===== src/rtl/cvmcu_probe_pkg.sv =====
`default_nettype none
// ============================================================================
//  Module      : cvmcu_probe_pkg
//  Description : Shared types and constants for the probe event capture block:
//                default widths/depth, capture FSM state encoding, the event
//                record layout and a saturating counter helper.
//  Revision    : 1.0 - initial release
// ============================================================================
package cvmcu_probe_pkg;

    localparam int unsigned c_DEF_STATE_W = 8;
    localparam int unsigned c_DEF_TS_W    = 16;
    localparam int unsigned c_DEF_DEPTH   = 8;
    localparam logic [7:0]  c_DROP_MAX    = 8'hFF;

    typedef enum logic [0:0] {
        ST_IDLE = 1'b0,
        ST_RUN  = 1'b1
    } probe_state_e;

    // Event record as seen at the default widths; the flat FIFO word in the
    // top keeps the same field order {locked, state, ts}.
    typedef struct packed {
        logic                     locked;
        logic [c_DEF_STATE_W-1:0] state;
        logic [c_DEF_TS_W-1:0]    ts;
    } probe_evt_t;

    function automatic logic [7:0] sat_inc8(input logic [7:0] v);
        return (v == c_DROP_MAX) ? v : v + 8'd1;
    endfunction

endpackage
`default_nettype wire


===== src/rtl/cvmcu_probe_evt_fifo.sv =====
`default_nettype none
// ============================================================================
//  Module      : cvmcu_probe_evt_fifo
//  Description : Synchronous single-clock FIFO holding captured probe events.
//                A push while full is accepted only if a pop happens in the
//                same cycle. Head data reads as zero while empty so outputs
//                are never undefined.
//  Ports       : clk, reset_n (sync, active-low), i_push, i_pop, i_data,
//                o_data (head), o_full, o_empty, o_level (occupancy)
//  Revision    : 1.0 - initial release
// ============================================================================
module cvmcu_probe_evt_fifo #(
    parameter int unsigned DW    = 25,
    parameter int unsigned DEPTH = 8
) (
    input  logic                         clk,
    input  logic                         reset_n,
    input  logic                         i_push,
    input  logic                         i_pop,
    input  logic [DW-1:0]                i_data,
    output logic [DW-1:0]                o_data,
    output logic                         o_full,
    output logic                         o_empty,
    output logic [$clog2(DEPTH+1)-1:0]   o_level
);

    localparam int unsigned c_AW = $clog2(DEPTH);
    localparam int unsigned c_LW = $clog2(DEPTH + 1);
    localparam logic [c_LW-1:0] c_FULL_LVL = c_LW'(DEPTH);

    logic [DW-1:0]   r_mem [DEPTH];
    logic [c_AW-1:0] r_wr_ptr;
    logic [c_AW-1:0] r_rd_ptr;
    logic [c_LW-1:0] r_count;

    logic w_full;
    logic w_empty;
    logic w_do_pop;
    logic w_do_push;

    assign w_full    = (r_count == c_FULL_LVL);
    assign w_empty   = (r_count == '0);
    assign w_do_pop  = i_pop & ~w_empty;
    // A full FIFO still takes a push when the head leaves in the same cycle.
    assign w_do_push = i_push & (~w_full | w_do_pop);

    // Pointers wrap naturally because DEPTH is a power of two.
    always_ff @(posedge clk) begin
        if (!reset_n) begin
            r_wr_ptr <= '0;
            r_rd_ptr <= '0;
            r_count  <= '0;
        end else begin
            if (w_do_push) begin
                r_wr_ptr <= r_wr_ptr + c_AW'(1);
            end
            if (w_do_pop) begin
                r_rd_ptr <= r_rd_ptr + c_AW'(1);
            end
            case ({w_do_push, w_do_pop})
                2'b10:   r_count <= r_count + c_LW'(1);
                2'b01:   r_count <= r_count - c_LW'(1);
                default: r_count <= r_count;
            endcase
        end
    end

    // Storage is deliberately not reset; only pointers and count are.
    always_ff @(posedge clk) begin
        if (reset_n && w_do_push) begin
            r_mem[r_wr_ptr] <= i_data;
        end
    end

    assign o_data  = w_empty ? '0 : r_mem[r_rd_ptr];
    assign o_full  = w_full;
    assign o_empty = w_empty;
    assign o_level = r_count;

endmodule
`default_nettype wire


===== src/rtl/cvmcu_probe_evt_cap.sv =====
`default_nettype none
// ============================================================================
//  Module      : cvmcu_probe_evt_cap
//  Description : Probe event capture. Timestamps changes of {locked_i,state_i}
//                while enabled and queues them in an event FIFO. Entering the
//                running state records one baseline event. Events arriving
//                with the FIFO full (and no pop) are dropped and counted.
//  Ports       : clk, reset_n (sync, active-low)
//                en_i, clr_i, locked_i, state_i       - control / probe inputs
//                evt_valid_o, evt_ready_i,
//                evt_locked_o, evt_state_o, evt_ts_o  - event stream (head)
//                level_o, overflow_o, drop_cnt_o      - status
//  Revision    : 1.0 - initial release
// ============================================================================
module cvmcu_probe_evt_cap
    import cvmcu_probe_pkg::*;
#(
    parameter int unsigned STATE_W = c_DEF_STATE_W,
    parameter int unsigned TS_W    = c_DEF_TS_W,
    parameter int unsigned DEPTH   = c_DEF_DEPTH
) (
    input  logic                         clk,
    input  logic                         reset_n,
    input  logic                         en_i,
    input  logic                         clr_i,
    input  logic                         locked_i,
    input  logic [STATE_W-1:0]           state_i,
    output logic                         evt_valid_o,
    input  logic                         evt_ready_i,
    output logic                         evt_locked_o,
    output logic [STATE_W-1:0]           evt_state_o,
    output logic [TS_W-1:0]              evt_ts_o,
    output logic [$clog2(DEPTH+1)-1:0]   level_o,
    output logic                         overflow_o,
    output logic [7:0]                   drop_cnt_o
);

    localparam int unsigned c_SW = STATE_W + 1;
    localparam int unsigned c_DW = c_SW + TS_W;

    probe_state_e    r_state;
    probe_state_e    w_state_nxt;
    logic [TS_W-1:0] r_ts;
    logic [c_SW-1:0] r_snap;
    logic [c_SW-1:0] w_probe;
    logic            w_push;
    logic            w_pop;
    logic            w_drop;
    logic            w_full;
    logic            w_empty;
    logic [c_DW-1:0] w_evt_in;
    logic [c_DW-1:0] w_head;
    logic            r_overflow;
    logic [7:0]      r_drop_cnt;

    assign w_probe  = {locked_i, state_i};
    assign w_evt_in = {w_probe, r_ts};

    // Free-running timestamp and last-cycle probe snapshot.
    always_ff @(posedge clk) begin
        if (!reset_n) begin
            r_ts    <= '0;
            r_snap  <= '0;
            r_state <= ST_IDLE;
        end else begin
            r_ts    <= r_ts + TS_W'(1);
            r_snap  <= w_probe;
            r_state <= w_state_nxt;
        end
    end

    // Capture FSM: entering RUN always records a baseline so the consumer
    // knows the starting value; afterwards only changes are recorded.
    always_comb begin
        w_state_nxt = r_state;
        w_push      = 1'b0;
        case (r_state)
            ST_IDLE: begin
                if (en_i) begin
                    w_state_nxt = ST_RUN;
                    w_push      = 1'b1;
                end
            end
            ST_RUN: begin
                if (!en_i) begin
                    w_state_nxt = ST_IDLE;
                end else if (w_probe != r_snap) begin
                    w_push = 1'b1;
                end
            end
            default: begin
                w_state_nxt = ST_IDLE;
            end
        endcase
    end

    assign w_pop  = ~w_empty & evt_ready_i;
    assign w_drop = w_push & w_full & ~w_pop;

    // A drop in the same cycle as a clear restarts the count at one.
    always_ff @(posedge clk) begin
        if (!reset_n) begin
            r_overflow <= 1'b0;
            r_drop_cnt <= '0;
        end else if (w_drop) begin
            r_overflow <= 1'b1;
            r_drop_cnt <= clr_i ? 8'd1 : sat_inc8(r_drop_cnt);
        end else if (clr_i) begin
            r_overflow <= 1'b0;
            r_drop_cnt <= '0;
        end
    end

    cvmcu_probe_evt_fifo #(
        .DW    (c_DW),
        .DEPTH (DEPTH)
    ) u_fifo (
        .clk     (clk),
        .reset_n (reset_n),
        .i_push  (w_push),
        .i_pop   (w_pop),
        .i_data  (w_evt_in),
        .o_data  (w_head),
        .o_full  (w_full),
        .o_empty (w_empty),
        .o_level (level_o)
    );

    assign evt_valid_o  = ~w_empty;
    assign evt_locked_o = w_head[c_DW-1];
    assign evt_state_o  = w_head[TS_W +: STATE_W];
    assign evt_ts_o     = w_head[TS_W-1:0];
    assign overflow_o   = r_overflow;
    assign drop_cnt_o   = r_drop_cnt;

endmodule
`default_nettype wire

===== config.mk =====
export PLATFORM = sky130hd
export DESIGN_NAME = cvmcu_probe_evt_cap
export DESIGN_NICKNAME = d
export VERILOG_FILES = /design/src/rtl/cvmcu_probe_pkg.sv /design/src/rtl/cvmcu_probe_evt_fifo.sv /design/src/rtl/cvmcu_probe_evt_cap.sv
export SDC_FILE = /design/constraint.sdc
export NUM_CORES = 1
export LEC_CHECK = 0
export CAP_MARGIN = 20
export CORE_MARGIN = 2
export CORE_UTILIZATION = 30
export CTS_CLUSTER_DIAMETER = 30
export DETAILED_ROUTE_END_ITERATION = 8
export MAX_ROUTING_LAYER = met4
export PLACE_DENSITY_LB_ADDON = 0.2
export SLEW_MARGIN = 10
export SYNTH_ARGS = -nofsm -noshare
export SYNTH_HDL_FRONTEND = slang
export SYNTH_SLANG_ARGS = --single-unit

===== constraint.sdc =====
create_clock -name clk -period 7.2 [get_ports clk]
set_clock_uncertainty 0.2 [all_clocks]
set_input_delay 1.44 -clock clk [delete_from_list [all_inputs] [get_ports clk]]
set_output_delay 1.44 -clock clk [all_outputs]
set_load 0.03 [all_outputs]

# Word-level counts from Yosys, hierarchy flattened
# Memories as Yosys holds them, arrays and structs flattened. A register that Yosys moved wholly into a read port is not among the register bits.
# Cells that the tools add are included.
word_totals:
  register_bits: 45
  ramBits: 200
  input_bits: 14
  output_inout_bits: 39
  elab_cells: 52
  mem_count: 1
classes:
  addsub: 6
  eq_ne: 6
  mux: 16
  n_bitwise: 10
  n_reduce_logical: 5
memory_table:
  columns: ["name", "depth", "word_bits", "read_ports", "rd_clocked_by_memory_dff", "write_ports", "line", "source"]
  rows:
  - ["u_fifo.r_mem", 8, 25, 1, 1, 1, "cvmcu_probe_evt_fifo.sv:31", "logic [DW-1:0] r_mem [DEPTH];"]
op_table:
  columns: ["op", "n"]
  rows:
  - ["8-bit 2-to-1 mux", 4]
  - ["25-bit 2-to-1 mux", 1]
  - ["16-bit by 1-bit adder with 16-bit output, second input constant", 1]
  - ["9-bit != test", 1]
  - ["8-bit by 1-bit adder with 8-bit output, second input constant", 1]
  - ["8-bit equality test, second input constant", 1]
  - ["4-bit one-hot mux with 2 select lines", 1]
  - ["1-bit 2-to-1 mux", 7]
  - ["3-bit by 1-bit adder with 3-bit output, second input constant", 2]
  - ["3-bit 2-to-1 mux", 2]
  - ["1-bit AND", 5]
  - ["4-bit by 1-bit adder with 4-bit output, second input constant", 1]
  - ["4-bit equality test, second input constant", 1]
  - ["4-bit zero test", 1]
  - ["1-bit NOT", 4]
  - ["2-bit nonzero test", 2]
  - ["4-bit by 1-bit subtractor with 4-bit output, second input constant", 1]
  - ["2-bit by 1-bit equality test with 1-bit output, second input constant", 1]
  - ["2-bit equality test, second input constant", 1]
  - ["2-bit != test, second input constant", 1]
  - ["1-bit one-hot mux with 2 select lines", 1]
  - ["2-bit AND reduction", 1]
  - ["1-bit logical AND", 1]
  - ["1-bit OR", 1]

# Depth between registers and ports, before layout
# Gate-level depths: netlist of the first run.
depth:
  ltp_word: 9
  depth_mapped: 11
  ltp_nobuf: 10

# By module
# A second synthesis of the first run with hierarchy kept.
hier_totals:
  hier_cells: 578
  hier_area_um2: 9929.5
by_module_without_submodules:
  columns: ["mod", "instances", "cells_each", "area_each_um2", "seq_area_each_um2"]
  rows:
  - ["cvmcu_probe_evt_fifo", 1, 405, 8335.5, 6266.0]
  - ["cvmcu_probe_evt_cap", 1, 173, 1594.0, 700.7]

# Least setup slack after synthesis of the first run
# Ideal clock, no wire load.
synth_timing:
  path_kind: "in2reg"
  startpoint: "in locked_i"
  endpoint: "mem u_fifo.r_mem[4][0] (enable)"
  setup_ps: 470
  t_arrival_ps: 4823
  required_time_ps: 6530
  path_slack_ps: 1707
  stages: 6
  path_buffers: 1
  path_cell_list: "xnor2_1 -> nand4_1 -> or3_1 -> clkbuf_1 -> nand3_1 -> nor4_1"
synth_between:
  elab_chain_len: 8
synth_rtl:
  columns: ["element", "line", "source"]
  rows:
  - ["start, declared", "cvmcu_probe_evt_cap.sv:26", "input logic locked_i,"]
  - ["9-bit != test", "cvmcu_probe_evt_cap.sv:87", "end else if (w_probe != r_snap) begin"]
  - ["1-bit 2-to-1 mux", "cvmcu_probe_evt_cap.sv:87", null]
  - ["1-bit 2-to-1 mux", "cvmcu_probe_evt_cap.sv:85", "if (!en_i) begin"]
  - ["1-bit one-hot mux with 2 select lines", "cvmcu_probe_evt_cap.sv:77", "case (r_state)"]
  - ["1-bit AND", "cvmcu_probe_evt_fifo.sv:45", "assign w_do_push = i_push & (~w_full | w_do_pop);"]
  - ["1-bit logical AND", "cvmcu_probe_evt_fifo.sv:70", "if (reset_n && w_do_push) begin"]
  - ["1-bit 2-to-1 mux", "cvmcu_probe_evt_fifo.sv:70", null]
  - ["1-bit 2-to-1 mux (implied by the code)", "cvmcu_probe_evt_fifo.sv:71", "r_mem[r_wr_ptr] <= i_data;"]
  - ["end, declared", "cvmcu_probe_evt_fifo.sv:31", null]
# Every way passes these cells.

==> impl_metrics.py, run 1 <==
metrics = {
    "outcome": {
        "status": "complete, no violations",
    },
    "setup_path": {
        "crit_path_max_fanout": 28,
        "start_kind": "register",
        "crit_type": "register to primary output",
        "reg2reg_to": "u_fifo.o_level[3]",
        "reg2regPathDepth": 11,
        "worstPathArrival_ns": 3.31,
        "rr_startpoint": "u_fifo.o_level[2]",
        "endpoint_kind": "primary output",
        "r2r_slack_ns": 4.20,
        "worstPathRequired_ns": 5.56,
    },
    "sta": {
        "hold_viol_final": 0,
        "drv_slew": 0,
        "slew_headroom": 0.413,
        "rsz0062_at_grt": "no",
        "setup_viol": 0,
        "fin_tns_setup_ns": 0,
        "tightest_slew_ns": 0.880,
        "period_needed_ns": 4.95,
        "hold_slack_ns": 0.307,
        "fin_crit_sh": 0.687,
        "fmax_mhz": 202,
    },
    "detailed_routing": {
        "antenna_left": 0,
        "via_per_inst": 4.62,
        "remaining_drc_errors": 0,
        "post_drt_wl_per_cell_um": 18.7,
        "drt_first_pass_iters": 5,
        "num_vias": 5279,
        "drtIter0Drc": 270,
        "wirelength_mm": 21.3,
    },
    "finish": {
        "drive_gt1_frac": 0.243,
        "layout_common_cells": "edfxtp_1 (200), clkdlybuf4s50_1 (52), mux4_2 (50), clkbuf_16 (49), nor2_1 (48)",
        "area_growth_pct": 28.9,
        "nets": 682,
        "diodes": 0,
        "layout_commonest_cell": "edfxtp_1",
        "nFillCells": 2963,
        "finalCoreUtilization": 0.389,
    },
    "worst_hold_path": {
        "hp-class": "register to register",
        "hold_path_depth": 2,
        "whs_endpoint": "drop_cnt_o[4]",
        "worstHoldStart": "drop_cnt_o[4]",
    },
    "synth": {
        "syn_avg_cell_area_um2": 17.3,
        "synth_area_leader_cell": "edfxtp_1",
        "syn-num-nets": 584,
        "synth_area_um2": 9750,
        "synthArstFlopShare": 0,
        "synth_top_area_share": 0.616,
        "synth-seq-cells": 248,
        "ys_seq_area_frac": 0.714,
        "synth_warnings": 0,
        "synth-main-ff-cell": "edfxtp_1",
        "synth_edf_count": 200,
        "synth_area_leaders": "edfxtp_1 (62%), mux4_2 (12%), dfxtp_1 (9.9%), mux2i_1 (3.5%), nor2_1 (1.8%)",
        "synthCells": 563,
        "synth_cell_types": 42,
    },
    "floorplan": {
        "rows": 66,
        "floorplan.initialDensity": 0.302,
        "die-area_um2": 34000,
        "ios": 53,
        "die_y_um": 184,
        "core_um2": 32300,
        "fp.dieW_um": 184,
    },
    "clock_tree": {
        "clk_pin_slew_ns": 0.04,
        "clockRootBuffer": "clkbuf_16",
        "cts_inserted_buffers": 48,
        "postCtsHoldBufs": 0,
        "cts_sinks": 248,
        "cts_buffer_depth": 3,
        "cts_setup_buffers": 0,
        "cts_resized": 0,
        "cts.htree.levels": 2,
        "cts_tree": "done",
        "worstSkewPairLatency_ns": 0.53,
    },
    "power": {
        "p_per_area_nw_per_um2": 386,
        "leakagePower_nw": 4.08,
        "irDropWorstVdd_v": 0.000296,
        "total_power_mw": 4.85,
    },
    "grt": {
        "grt_pass1_vias": 5728,
        "grt_pass1_wl_mm": 33.0,
        "antenna_found_initial": 0,
        "grt.overflow.total": 0,
        "grtUsageTotal": 0.134,
        "grt_max_degree": 31,
    },
    "place": {
        "portBuffers": 52,
        "place.gp.congestion": 0.821,
        "dp_hpwl_mm": 12.4,
    },
    "job": {
        "max_cap_viol_count": 0,
    },
}
## state kept, by name (all words and copies together) (netlist names), named ones only
name             cells
u_fifo.r_rd_ptr      3
overflow_o           1
r_snap               9
u_fifo.r_mem       200
r_ts                16
r_state              1
u_fifo.r_wr_ptr      3
drop_cnt_o           8
u_fifo.o_level       4
## critical path: stages, from the launching register on
cell and delay, ns:
dfxtp_4 0.74, buf_4 0.54, mux4_2 0.57, mux2i_1 0.24, nor2_1 0.07, clkdlybuf4s50_1 0.61
## final cells by class
cell class                      count  area (µm²)  share of cell area
Inverter                            9        33.8             0.00269
Clock buffer                       58        1300               0.103
Sequential cell                   248        6970               0.555
Tap cell                          442         553              0.0440
Multi-Input combinational cell    280        2690               0.214
Timing Repair Buffer               74         686              0.0546
Clock inverter                     32         329              0.0262
## cell usage after synthesis (2+ instances only)
cell and instances:
nand3_1 12, nor2_1 48, xnor2_1 19, nand2b_1 4
edfxtp_1 200, mux2i_1 34, nor3b_1 2, a31o_2 2
and2_1 14, ha_1 6, a21oi_1 8, o21ai_0 3
buf_1 2, inv_1 9, dfxtp_1 48, clkbuf_1 18
and3_1 2, nand4_1 6, buf_2 5, o31ai_1 4
or4_1 3, nor2b_1 3, mux4_2 50, nor4_1 7
and4_1 2, nand2_1 24, xor2_1 6, nor3_1 6
or3_1 3
## worst max path at each step
stage,to,cells past startpoint
2_1_floorplan,u_fifo.r_mem[4][0],6
3_3_place_gp,evt_ts_o[3],5
3_5_place_dp,u_fifo.r_mem[6][13],7
4_1_cts,evt_ts_o[1],5
5_1_grt,evt_ts_o[1],5
6_report,evt_ts_o[3],5
## where the power goes
group,internal [mW],switching [mW]
clock network,1.44,0.734
registers,1.59,0.0841
logic,0.445,0.554
## through the flow
step	cell area [µm²]	std cells	worst slack, ns
2_1_floorplan	9750	563	1.71
3_3_place_gp	10900	1053	2.64
3_5_place_dp	10900	1053	2.55
4_1_cts	12600	1143	2.08
5_1_grt	12600	1143	1.95
6_report	12600	1143	2.25
## layer usage
| metal | vias to the layer above | share of wire | global-route usage |
|---|---|---|---|
| li1 | 2404 | - | - |
| met1 | 2702 | 0.44 | 0.163 |
| met2 | 123 | 0.50 | 0.220 |
| met3 | 50 | 0.041 | 0.0294 |
| met4 | 0 | 0.024 | 0.0480 |
| met5 | - | 0 | - |
## cells by family after synthesis
| kind of cell | after synthesis | synth area share |
|---|---|---|
| flops | 248 | 0.714 |
| compound gates | 22 | 0.0146 |
| simple gates | 142 | 0.0742 |
| fa+ha+maj | 7 | 0.00975 |
| buf+inv | 35 | 0.0142 |
| mux | 84 | 0.150 |
| xor+xnor | 25 | 0.0225 |
(Power assumes the default switching activity.)
==> inputs of run 2 (changes only) <==
clock period = 4.4 ns   (was 7.2 ns; I/O delays follow)
==> impl_metrics.py, run 2 (synthesis results as in run 1) <==
metrics = {
    "outcome": {
        "status": "complete, no violations",
    },
    "floorplan": {
        "die-area_um2": 34000,
        "floorplan.initialDensity": 0.302,
        "rows": 66,
        "die_y_um": 184,
        "fp.dieW_um": 184,
        "core_um2": 32300,
        "ios": 53,
    },
    "detailed_routing": {
        "wirelength_mm": 20.7,
        "remaining_drc_errors": 0,
        "drt_first_pass_iters": 4,
        "num_vias": 5217,
        "drtIter0Drc": 429,
        "antenna_left": 0,
        "via_per_inst": 4.58,
        "post_drt_wl_per_cell_um": 18.2,
    },
    "finish": {
        "seq_area_um2": 6970,
        "finalCoreUtilization": 0.394,
        "finalInstanceArea_um2": 12700,
        "multiInputGateArea_um2": 2690,
        "reg.largest.list": "u_fifo.r_mem (200), r_ts (16), r_snap (9)",
        "nFillCells": 2924,
        "area_growth_pct": 30.4,
        "largest-register": "u_fifo.r_mem",
        "layout_common_cells": "edfxtp_1 (200), clkdlybuf4s50_1 (52), mux4_2 (50), clkbuf_16 (49), nor2_1 (48)",
        "layout_commonest_cell": "edfxtp_1",
        "diodes": 0,
        "largest_register_ffs": 200,
        "drive_gt1_frac": 0.240,
        "nets": 677,
    },
    "grt": {
        "grt_pass1_vias": 5593,
        "grt.overflow.total": 0,
        "grt_max_degree": 51,
        "grt_pass1_wl_mm": 32.1,
        "antenna_found_initial": 0,
        "grtUsageTotal": 0.129,
    },
    "power": {
        "irDropWorstVdd_v": 0.000414,
        "p_per_area_nw_per_um2": 641,
        "leakagePower_nw": 4.11,
    },
    "clock_tree": {
        "cts_resized": 0,
        "cts_setup_buffers": 0,
        "cts_buffer_depth": 3,
        "cts_sinks": 248,
        "cts.htree.levels": 2,
        "postCtsHoldBufs": 0,
        "worstSkewPairLatency_ns": 0.53,
        "cts_inserted_buffers": 49,
        "cts_tree": "done",
        "clockRootBuffer": "clkbuf_16",
        "clk_pin_slew_ns": 0.05,
    },
    "place": {
        "portBuffers": 52,
        "place.gp.congestion": 0.841,
        "dp_hpwl_mm": 12.1,
        "dpl-instance-area_um2": 11000,
    },
    "job": {
        "max_cap_viol_count": 0,
    },
    "sta": {
        "fin_crit_sh": 0.905,
        "drv_slew": 0,
        "hold_viol_final": 0,
        "setup_viol": 0,
        "fmax_mhz": 251,
        "slew_headroom": 0.389,
        "fin_tns_setup_ns": 0,
        "period_needed_ns": 3.98,
        "rsz0062_at_grt": "no",
        "tightest_slew_ns": 0.916,
    },
    "worst_hold_path": {
        "hp-class": "register to register",
    },
    "setup_path": {
        "worstSetupEndpoint": "evt_ts_o[14]",
        "rr_startpoint": "u_fifo.o_level[2]",
        "worstPathArrival_ns": 2.90,
        "worstPathRequired_ns": 3.32,
        "crit_type": "register to primary output",
        "crit_path_max_fanout": 22,
        "reg2reg_to": "u_fifo.o_level[3]",
        "r2r_slack_ns": 1.58,
        "reg2regPathDepth": 11,
        "endpoint_kind": "primary output",
        "start_kind": "register",
    },
}
run 2: cell count changes in the layout (fill, tap and decap cells not counted):
cell       change
inv_8          -1
bufinv_16      +3
clkinv_4       -4
buf_4         -15
inv_6          -1
clkinv_1       -1
clkinv_2       +4
buf_12         +9
clkinv_8       +2
run 2: report_power, final:
part | total (mW) | leakage (nW) | switching (mW) | internal [mW]
clock | 3.74 | 0.823 | 1.20 | 2.53
combinational | 1.69 | 1.06 | 0.928 | 0.766
sequential | 2.72 | 2.23 | 0.115 | 2.61
run 2: final cells by class:
class / instances / area share
Inverter: 9 / 0.00266
Sequential cell: 248 / 0.548
Tap cell: 442 / 0.0435
Timing Repair Buffer: 68 / 0.0592
Multi-Input combinational cell: 280 / 0.212
Clock buffer: 58 / 0.102
Clock inverter: 34 / 0.0325
run 2: metal layers:
metal  track usage  vias up  part of all wire
li1              -     2393                 -
met1         0.154     2681              0.44
met2         0.218      109              0.51
met3        0.0267       34             0.036
met4        0.0426        0             0.016
met5             -        -                 0
run 2: how the worst min path moves through the flow:
stage / slack (ns) / from / end / cells after the start
floorplan: 0.28 / r_ts[0] / r_ts[0] / 1
global placement: 0.29 / drop_cnt_o[7] / drop_cnt_o[7] / 2
detailed placement: 0.30 / drop_cnt_o[7] / drop_cnt_o[7] / 2
CTS: 0.31 / drop_cnt_o[7] / drop_cnt_o[7] / 2
global route: 0.34 / drop_cnt_o[7] / drop_cnt_o[7] / 2
finish: 0.31 / drop_cnt_o[7] / drop_cnt_o[7] / 2
run 2: through the flow:
step | setup WS, ns | power, mW | hold slack, ns | cells
floorplan | -0.533 | 3.82 | 0.284 | 563
global placement | 0.515 | 4.50 | 0.288 | 1047
detailed placement | 0.363 | 4.51 | 0.296 | 1047
CTS | 0.302 | 8.28 | 0.306 | 1139
global route | 0.207 | 8.50 | 0.343 | 1139
finish | 0.419 | 8.15 | 0.309 | 1139
run 2: worst max-delay path, stage by stage, from the launching register on:
cell,delay [ns]
dfxtp_4,0.66
buf_12,0.30
mux4_2,0.52
mux2i_1,0.20
nor2_1,0.07
clkdlybuf4s50_1,0.59
==> inputs of run 3 (changes only) <==
CTS_CLUSTER_DIAMETER = 150   (was 30)
HOLD_SLACK_MARGIN = 0.02   (was unset)
==> impl_metrics.py, run 3 (synthesis results as in run 1) <==
metrics = {
    "power": {
        "seq_power_share": 0.413,
        "total_power_mw": 6.57,
        "internal-power_mw": 4.65,
        "switchingPower_mw": 1.92,
        "clockPowerShare": 0.329,
        "swShare": 0.293,
        "p_per_area_nw_per_um2": 553,
        "power_frac_comb": 0.258,
        "leakagePower_nw": 3.72,
        "irDropWorstVdd_v": 0.000309,
    },
    "floorplan": {
        "floorplan.initialDensity": 0.302,
        "die-area_um2": 34000,
        "rows": 66,
        "ios": 53,
        "die_y_um": 184,
        "fp.dieW_um": 184,
        "core_um2": 32300,
    },
    "clock_tree": {
        "cts_inserted_buffers": 28,
        "cts_setup_buffers": 0,
        "cts_buffer_depth": 3,
        "clk_pin_slew_ns": 0.06,
        "cts_tree": "done",
        "cts.htree.levels": 1,
        "clockRootBuffer": "clkbuf_16",
        "postCtsHoldBufs": 0,
        "cts_resized": 0,
        "worstSkewPairLatency_ns": 0.54,
        "cts_sinks": 248,
    },
    "worst_hold_path": {
        "worstHoldStart": "drop_cnt_o[7]",
        "hold_path_depth": 2,
        "hp-class": "register to register",
        "whs_endpoint": "drop_cnt_o[7]",
    },
    "detailed_routing": {
        "drt_first_pass_iters": 4,
        "antenna_left": 0,
        "wirelength_mm": 20.2,
        "num_vias": 5091,
        "via_per_inst": 4.63,
        "post_drt_wl_per_cell_um": 18.4,
        "remaining_drc_errors": 0,
        "drtIter0Drc": 363,
    },
    "setup_path": {
        "endpoint_kind": "primary output",
        "worstPathArrival_ns": 2.90,
        "start_kind": "register",
        "reg2regPathDepth": 11,
        "reg2reg_to": "u_fifo.o_level[3]",
        "worstPathRequired_ns": 3.32,
        "rr_startpoint": "u_fifo.o_level[2]",
        "crit_type": "register to primary output",
        "r2r_slack_ns": 1.59,
        "crit_path_max_fanout": 22,
    },
    "place": {
        "dp_hpwl_mm": 12.1,
        "place_ws_ns": 0.363,
        "place.gp.congestion": 0.841,
        "portBuffers": 52,
        "placed_cells": 1047,
    },
    "sta": {
        "rsz0062_at_grt": "no",
        "fmax_mhz": 251,
        "setup_viol": 0,
        "period_needed_ns": 3.98,
        "slew_headroom": 0.395,
        "tightest_slew_ns": 0.907,
        "drv_slew": 0,
        "hold_viol_final": 0,
        "setup_slack_ns": 0.418,
        "fin_crit_sh": 0.905,
    },
    "finish": {
        "multiInputGateArea_um2": 2690,
        "nFillCells": 2993,
        "largest_register_ffs": 200,
        "diodes": 0,
        "layout_commonest_cell": "edfxtp_1",
        "area_growth_pct": 21.8,
        "reg.largest.list": "u_fifo.r_mem (200), r_ts (16), r_snap (9)",
        "seq_area_um2": 6970,
        "layout_common_cells": "edfxtp_1 (200), clkdlybuf4s50_1 (52), mux4_2 (50), nor2_1 (48), dfxtp_1 (45)",
        "fin_cells": 1099,
        "nets": 656,
        "largest-register": "u_fifo.r_mem",
        "drive_gt1_frac": 0.189,
    },
    "grt": {
        "grt.overflow.total": 0,
        "antenna_found_initial": 0,
        "grt_pass1_wl_mm": 31.5,
        "grt_pass1_vias": 5411,
        "grt_max_degree": 51,
        "grtUsageTotal": 0.126,
    },
    "outcome": {
        "status": "complete, no violations",
    },
    "job": {
        "max_cap_viol_count": 0,
    },
}
[run 3: cell count changes in the layout (fill, tap and decap cells not counted), moves of 4 or more]
cell,before,now
clkbuf_1,5,10
clkinvlp_4,6,2
inv_6,5,0
clkbuf_16,49,29
bufinv_16,7,0
clkinv_4,4,0
[run 3: area by class of cell]
| class | count | share of cell area |
|---|---|---|
| inverters | 9 | 0.00284 |
| flip-flops and latches | 248 | 0.587 |
| well taps | 442 | 0.0466 |
| clock inverters | 9 | 0.00463 |
| multi-input cells | 280 | 0.227 |
| clock buffers | 43 | 0.0689 |
| repair buffers | 68 | 0.0634 |
[run 3: worst max-delay path, cell delays in order (launching register included)]
cell and delay (ns):
dfxtp_4 0.66, buf_4 0.30, mux4_2 0.51, mux2i_1 0.20, nor2_1 0.07, clkdlybuf4s50_1 0.59
[run 3: worst max-delay path by stage]
stage	start	end	slack, ns	cells past startpoint
final	register	evt_state_o[5]	0.42	5
after global routing	register	evt_ts_o[14]	0.19	5
after CTS	register	evt_ts_o[14]	0.29	5
after detailed placement	state_i[2]	u_fifo.r_mem[4][14]	0.36	7
after global placement	state_i[0]	u_fifo.r_mem[7][13]	0.52	7
after floorplan	locked_i	u_fifo.r_mem[4][0]	-0.53	6
[run 3: power groups by stage]
stage	logic (mW)	registers [mW]	clock network [mW]
4_1_cts	1.75	2.72	2.22
3_3_place_gp	1.73	2.76	0
2_1_floorplan	1.09	2.73	0
5_1_grt	1.83	2.73	2.32
6_report	1.69	2.72	2.16
3_5_place_dp	1.74	2.77	0
[run 3: metrics by stage]
| step | setup TNS (ns) | hold WS [ns] | util | area [µm²] |
|---|---|---|---|---|
| finish | 0 | 0.309 | 0.368 | 11900 |
| floorplan | -80.01 | 0.284 | - | 9750 |
| CTS | 0 | 0.309 | 0.368 | 11900 |
| global placement | 0 | 0.288 | 0.341 | 11000 |
| detailed placement | 0 | 0.296 | 0.341 | 11000 |
| global route | 0 | 0.346 | 0.368 | 11900 |
[run 3: layer usage]
metal | vias up | part of all wire | global-route usage | routed length, µm
met2 | 87 | 0.51 | 0.218 | 10300
met4 | 0 | 0.023 | 0.0362 | 457
met1 | 2631 | 0.43 | 0.152 | 8730
met5 | - | 0 | - | 0
li1 | 2335 | - | - | -
met3 | 38 | 0.033 | 0.0198 | 664
